===== config.mk =====
export PLATFORM = sky130hd
export DESIGN_NAME = ovi_sb_tracker
export DESIGN_NICKNAME = d
export VERILOG_FILES = /design/src/rtl/ovi_sb_tracker.sv
export SDC_FILE = /design/constraint.sdc
export NUM_CORES = 1
export LEC_CHECK = 0
export CAP_MARGIN = 20
export CORE_ASPECT_RATIO = 1.25
export CORE_MARGIN = 2
export CORE_UTILIZATION = 30
export DETAILED_ROUTE_END_ITERATION = 12
export GPL_TIMING_DRIVEN = 1
export PLACE_DENSITY = 0.53
export SLEW_MARGIN = 10
export SYNTH_ARGS = -nofsm -noshare
export SYNTH_HDL_FRONTEND = slang
export SYNTH_SLANG_ARGS = --single-unit

===== constraint.sdc =====
create_clock -name clk -period 3.17 [get_ports clk]
set_clock_uncertainty 0.05 [all_clocks]
set_input_delay 0.317 -clock clk [delete_from_list [all_inputs] [get_ports clk]]
set_output_delay 0.317 -clock clk [all_outputs]
set_load 0.01 [all_outputs]

===== src/rtl/ovi_sb_tracker.sv =====
// Scoreboard-id tracker between a scalar core and an OVI vector unit: id allocation, issue credits,
// senior/kill dispatch and completion forwarding. Define OVI_SB_TRACKER_CHK_EN to build the sticky protocol checker.
module ovi_sb_tracker #(
    parameter int unsigned INIT_CREDITS = 4
) (
    input  logic        clk,
    input  logic        reset_n,
    input  logic        req_valid,
    output logic        req_ready,
    input  logic [31:0] req_inst,
    input  logic [63:0] req_scalar,
    output logic        issue_valid,
    output logic [31:0] issue_inst,
    output logic [4:0]  issue_sb_id,
    output logic [63:0] issue_scalar_opnd,
    input  logic        issue_credit,
    input  logic        senior_valid,
    input  logic [4:0]  senior_sb_id,
    input  logic        kill_valid,
    input  logic [4:0]  kill_sb_id,
    output logic        dispatch_next_senior,
    output logic        dispatch_kill,
    output logic [4:0]  dispatch_sb_id,
    input  logic        completed_valid,
    input  logic [4:0]  completed_sb_id,
    output logic        cmpl_valid,
    output logic [4:0]  cmpl_sb_id,
    output logic        busy,
    output logic        proto_err
);

    localparam int unsigned NUM_IDS  = 32;
    localparam int unsigned ID_W     = 5;
    localparam int unsigned CRED_W   = 6;
    localparam int unsigned INST_W   = 32;
    localparam int unsigned SCALAR_W = 64;

    typedef enum logic [1:0] {
        SB_FREE   = 2'd0,
        SB_ISSUED = 2'd1,
        SB_SENIOR = 2'd2
    } sb_state_e;

    sb_state_e           state_q [NUM_IDS];
    sb_state_e           state_d [NUM_IDS];
    logic [CRED_W-1:0]   credits_q;
    logic [CRED_W-1:0]   credits_d;

    logic [ID_W-1:0]     alloc_id;
    logic                accept;
    logic                senior_target_ok;
    logic                senior_ok;
    logic                kill_ok;
    logic                cmpl_ok;
    logic                credit_sat;

    logic                ready_d;
    logic                busy_d;
    logic                free_d;
    logic [ID_W-1:0]     disp_id_d;

    // Lowest-numbered FREE id, taken from registered state only.
    always_comb begin
        alloc_id = '0;
        for (int i = int'(NUM_IDS) - 1; i >= 0; i--) begin
            if (state_q[i] == SB_FREE) begin
                alloc_id = ID_W'(i);
            end
        end
    end

    assign accept = req_valid && req_ready;

    // Senior may target the id being allocated this very cycle, so dispatch can coincide with issue.
    assign senior_target_ok = (state_q[senior_sb_id] == SB_ISSUED) ||
                              (accept && (alloc_id == senior_sb_id));
    assign senior_ok  = senior_valid && !kill_valid && senior_target_ok;
    assign kill_ok    = kill_valid && (state_q[kill_sb_id] != SB_FREE);
    assign cmpl_ok    = completed_valid && (state_q[completed_sb_id] == SB_SENIOR);
    assign credit_sat = issue_credit && !accept && (credits_q == CRED_W'(INIT_CREDITS));

    // State register.
    always_ff @(posedge clk) begin
        if (!reset_n) begin
            for (int i = 0; i < int'(NUM_IDS); i++) begin
                state_q[i] <= SB_FREE;
            end
            credits_q <= CRED_W'(INIT_CREDITS);
        end else begin
            state_q   <= state_d;
            credits_q <= credits_d;
        end
    end

    // Next-state: id table and credit counter.
    always_comb begin
        state_d   = state_q;
        credits_d = credits_q;
        if (cmpl_ok) begin
            state_d[completed_sb_id] = SB_FREE;
        end
        if (kill_ok) begin
            state_d[kill_sb_id] = SB_FREE;
        end
        if (accept) begin
            state_d[alloc_id] = SB_ISSUED;
        end
        if (senior_ok) begin
            state_d[senior_sb_id] = SB_SENIOR;
        end
        if (accept && !issue_credit) begin
            credits_d = credits_q - CRED_W'(1);
        end else if (issue_credit && !accept && !credit_sat) begin
            credits_d = credits_q + CRED_W'(1);
        end
    end

    // Output next-values; ready and busy look ahead at the next state so they register cleanly.
    always_comb begin
        free_d    = 1'b0;
        busy_d    = 1'b0;
        disp_id_d = dispatch_sb_id;
        for (int i = 0; i < int'(NUM_IDS); i++) begin
            if (state_d[i] == SB_FREE) begin
                free_d = 1'b1;
            end else begin
                busy_d = 1'b1;
            end
        end
        ready_d = (credits_d != '0) && free_d;
        if (kill_ok) begin
            disp_id_d = kill_sb_id;
        end else if (senior_ok) begin
            disp_id_d = senior_sb_id;
        end
    end

    // Output register.
    always_ff @(posedge clk) begin
        if (!reset_n) begin
            req_ready            <= 1'b0;
            busy                 <= 1'b0;
            issue_valid          <= 1'b0;
            issue_inst           <= '0;
            issue_sb_id          <= '0;
            issue_scalar_opnd    <= '0;
            dispatch_next_senior <= 1'b0;
            dispatch_kill        <= 1'b0;
            dispatch_sb_id       <= '0;
            cmpl_valid           <= 1'b0;
            cmpl_sb_id           <= '0;
        end else begin
            req_ready            <= ready_d;
            busy                 <= busy_d;
            issue_valid          <= accept;
            if (accept) begin
                issue_inst        <= INST_W'(req_inst);
                issue_sb_id       <= alloc_id;
                issue_scalar_opnd <= SCALAR_W'(req_scalar);
            end
            dispatch_next_senior <= senior_ok;
            dispatch_kill        <= kill_ok;
            dispatch_sb_id       <= disp_id_d;
            cmpl_valid           <= cmpl_ok;
            if (cmpl_ok) begin
                cmpl_sb_id <= completed_sb_id;
            end
        end
    end

`ifdef OVI_SB_TRACKER_CHK_EN
    logic illegal_event;
    logic proto_err_q;

    assign illegal_event = (senior_valid && (kill_valid || !senior_target_ok)) ||
                           (kill_valid && !kill_ok) ||
                           (completed_valid && !cmpl_ok) ||
                           credit_sat;

    // Sticky until reset.
    always_ff @(posedge clk) begin
        if (!reset_n) begin
            proto_err_q <= 1'b0;
        end else if (illegal_event) begin
            proto_err_q <= 1'b1;
        end
    end

    assign proto_err = proto_err_q;
`else
    assign proto_err = 1'b0;
`endif

endmodule


==> out/metrics.cfg <==
[final_layout]
finalNonFillerCells=2368
fin_util_pct=55.5
areaGrowthSynthToFinish_pct=81.6
drive_above_1_share_pct=40.6
fillers=3205
fin_nets=2051

[drt]
vias_per_cell=5.62
detail-route-antenna-nets=0
post_drt_wl_per_cell_um=27.5
route.detailed.drc=0
first_iter_violations=1049
drt_first_pass_iters=6
totalWireLength_mm=65.2
vias=13300

[setup_path]
cp.depth=13
crit_slowest_cell=or4_4
endpoint_kind=register
cp_max_fo=5
worst-r2r-cell-count=13
path_cells=buf_6, mux4_2, a221oi_2, nor2_2, nor4_4, buf_4, buf_6, nor4_4, o32ai_2, o21ai_1, or4_4, nor4_4, a31oi_2
cp_data_arrival_time_ns=3.81
critPathMaxStageDelay_ns=0.55
path_class=reg -> reg
crit_buf_inv=3
reg2reg_from=state_q[47]$_SDFF_PN0_
reg2reg_slack_ns=-0.37
worstReg2RegEnd=req_ready$_SDFF_PN0_
cpMostUsedCell=nor4_4
cp-start-kind=register
required_ns=3.44
crit_family=simple AND/OR/NAND/NOR gates

[synth]
async_flop_share_pct=0
syn_area_um2=10300
synth_top_area_share_pct=36.5
postSynth.topFlopCell=dfxtp_1
ys_seq_elements=187
ys_types=75
synth_nets=1422
netlist_instances=1302
avgSynthCellArea_um2=7.88
yosys.area.top_type=dfxtp_1
ys.warnings.count=0
synth.top_cells.by_area=dfxtp_1 36%, nand2_1 11%, a21oi_1 7.6%
synth-seq-area-share_pct=36.5
synth_edf_count=0

[die]
start_util_pct=30.5
core-area_um2=33600
rows=75
dieArea_um2=35700
io_pins=236
die_w_um=169
die_h_um=211

[clock_network]
clk_pin_slew_ns=0.08
cts_tree=yes
clock_sinks=187
cts_buffers=17
clk_latency_ns=0.46
h-tree-depth=4
root_buffer=clkbuf_16
clockBufferDepth=2

[job]
drv_cap=0

[global_routing]
grt_pass1_wl_mm=91.5
grt_max_degree=112
globalRouteTotalUtil_pct=36.0
grt_pass1_vias=13300
antenna_found_initial=1
overflow=0

[timing]
layout_setup_ws_ns=-0.368
timing_hold_violations_final=0
setup_viol=41
worst_slew_pin_slew_ns=1.07
max_freq_mhz=283
rsz0062_at_grt=yes
fin_setup_tns_ns=-5.41
maxSlewViolCount=0
period_minus_slack_ns=3.54
layout_worst_path_cycle_share_pct=112
relSlewSlack_pct=28.5

[placement]
dp.final_hpwl_mm=52.0
port_buffers=234
place_inst=2296
place.gp.congestion=1.07

[pwr]
p_total_uw=7300
power_density_nw_per_um2=392
leakagePower_uw=0.00763
ir_worst_vdd_uv=389

[hold_path]
hold_class=in -> reg
min_path_cells=3
worst_hold_startpoint=req_scalar[53]
min_to=issue_scalar_opnd[53]$_SDFFE_PN0P_

[status]
status=finished with violations
violations=negative setup slack

-- power breakdown --
group          total [uW]  internal [uW]  switching, uW
combinational        2200           1010           1190
clock                2390           1220           1170
sequential           2700           2560            139
total                7300           4790           2500
-- sequential cells by signal, summed over array words and instances, names as in the netlist --
register / cells
dispatch_sb_id: 5
busy: 1
dispatch_kill: 1
credits_q: 6
cmpl_sb_id: 5
issue_scalar_opnd: 64
issue_inst: 32
req_ready: 1
cmpl_valid: 1
issue_valid: 1
state_q: 64
dispatch_next_senior: 1
issue_sb_id: 5
-- per-layer routing --
| metal | GRT usage (%) | wire [um] | vias to the layer above |
|---|---|---|---|
| li1 | - | - | 6007 |
| met1 | 39.5 | 23900 | 6384 |
| met2 | 60.4 | 30400 | 693 |
| met3 | 8.84 | 4920 | 225 |
| met4 | 26.2 | 5990 | 2 |
| met5 | 0 | 14 | - |
-- cells by family after synthesis --
logic type / count (synthesis) / synth area share [%]
AND/OR/NAND/NOR: 585 / 27.1
buffers and inverters: 98 / 3.80
AO/OA/AOI/OAI: 371 / 23.0
multiplexers: 48 / 8.46
other: 1 / 0.0366
flip-flops: 187 / 36.5
XOR/XNOR: 10 / 0.854
adder cells (fa/ha/maj): 2 / 0.244
-- worst max path at each step --
stage,from,endpoint,slack (ns)
after floorplan,state_q[38]$_SDFF_PN0_,state_q[24]$_SDFF_PN0_,-0.05
after global placement,kill_sb_id[0],busy$_SDFF_PN0_,-1.06
after detailed placement,completed_sb_id[1],busy$_SDFF_PN0_,-1.03
after CTS,state_q[16]$_SDFF_PN0_,state_q[24]$_SDFF_PN0_,-0.37
after global routing,state_q[47]$_SDFF_PN0_,req_ready$_SDFF_PN0_,-0.43
final,state_q[47]$_SDFF_PN0_,req_ready$_SDFF_PN0_,-0.37
-- tightest hold or removal path, delay by kind of cell --
family,cells,cell delay (ns)
compound gates,1,0.05
buf+inv,1,0.39
simple gates,1,0.05
-- per-stage QoR --
stage	cell area (um2)	setup WS [ns]	hold slack, ns
finish	18600	-0.368	0.343
global route	18600	-0.432	0.344
CTS	17800	-0.366	0.330
detailed placement	16200	-1.03	0.397
global placement	16200	-1.06	0.390
floorplan	10400	-0.0465	0.403
-- area by class of cell --
cell class | count | area [um2] | share of cell area, %
well taps | 423 | 529 | 2.84
inverters | 11 | 43.8 | 0.235
clock buffers | 18 | 429 | 2.30
diodes | 1 | 2.50 | 0.0134
repair buffers | 697 | 6150 | 33.0
flip-flops and latches | 187 | 3820 | 20.5
clock inverters | 14 | 194 | 1.04
multi-input cells | 1017 | 7460 | 40.1
-- cells in the mapped netlist (7+ instances only) --
master    count
and2_1       12
nor3_1       31
a22o_1        8
dfxtp_1     187
a211oi_1     12
nand2b_1     11
o22ai_1      23
mux4_2       28
buf_2         9
mux2i_1      14
o31ai_1      27
o211ai_1      8
nor2_1       90
or3_1         9
a221oi_1      9
nand2_1     290
o21ai_0      34
clkbuf_1     72
and3_1       20
o21a_1        9
nor3b_1      12
or4_1         9
or2_2        11
nor2b_1      12
nand3_1      29
nor4_1       15
o32ai_1      11
xnor2_1       7
inv_1        11
a21oi_1     155
a31oi_1      19
-- placed cells by master (no fill, tap or decap), drive strengths merged, types with 12 or more instances in the layout --
cell type,instances
o31ai,27
nor2,90
nor2b,12
nor3b,12
o21ai,37
inv,20
dfxtp,187
clkbuf,19
a21oi,156
clkdlybuf4s50,230
nor3,31
a211oi,15
nand2,290
mux2i,14
nor4,19
or2,13
and2,12
and3,20
o22ai,23
mux4,30
a31oi,19
nand3,29
buf,462
-- what timing repair did --
| action | 4_1_cts | 5_1_grt |
|---|---|---|
| pin swaps | 42 | 69 |
| resized for setup | 190 | 147 |
| buffers inserted | 24 | 18 |
| hold buffers | 0 | 0 |
| setup endpoints to repair | 69 | 66 |
Power figures use the tool's default switching activity.
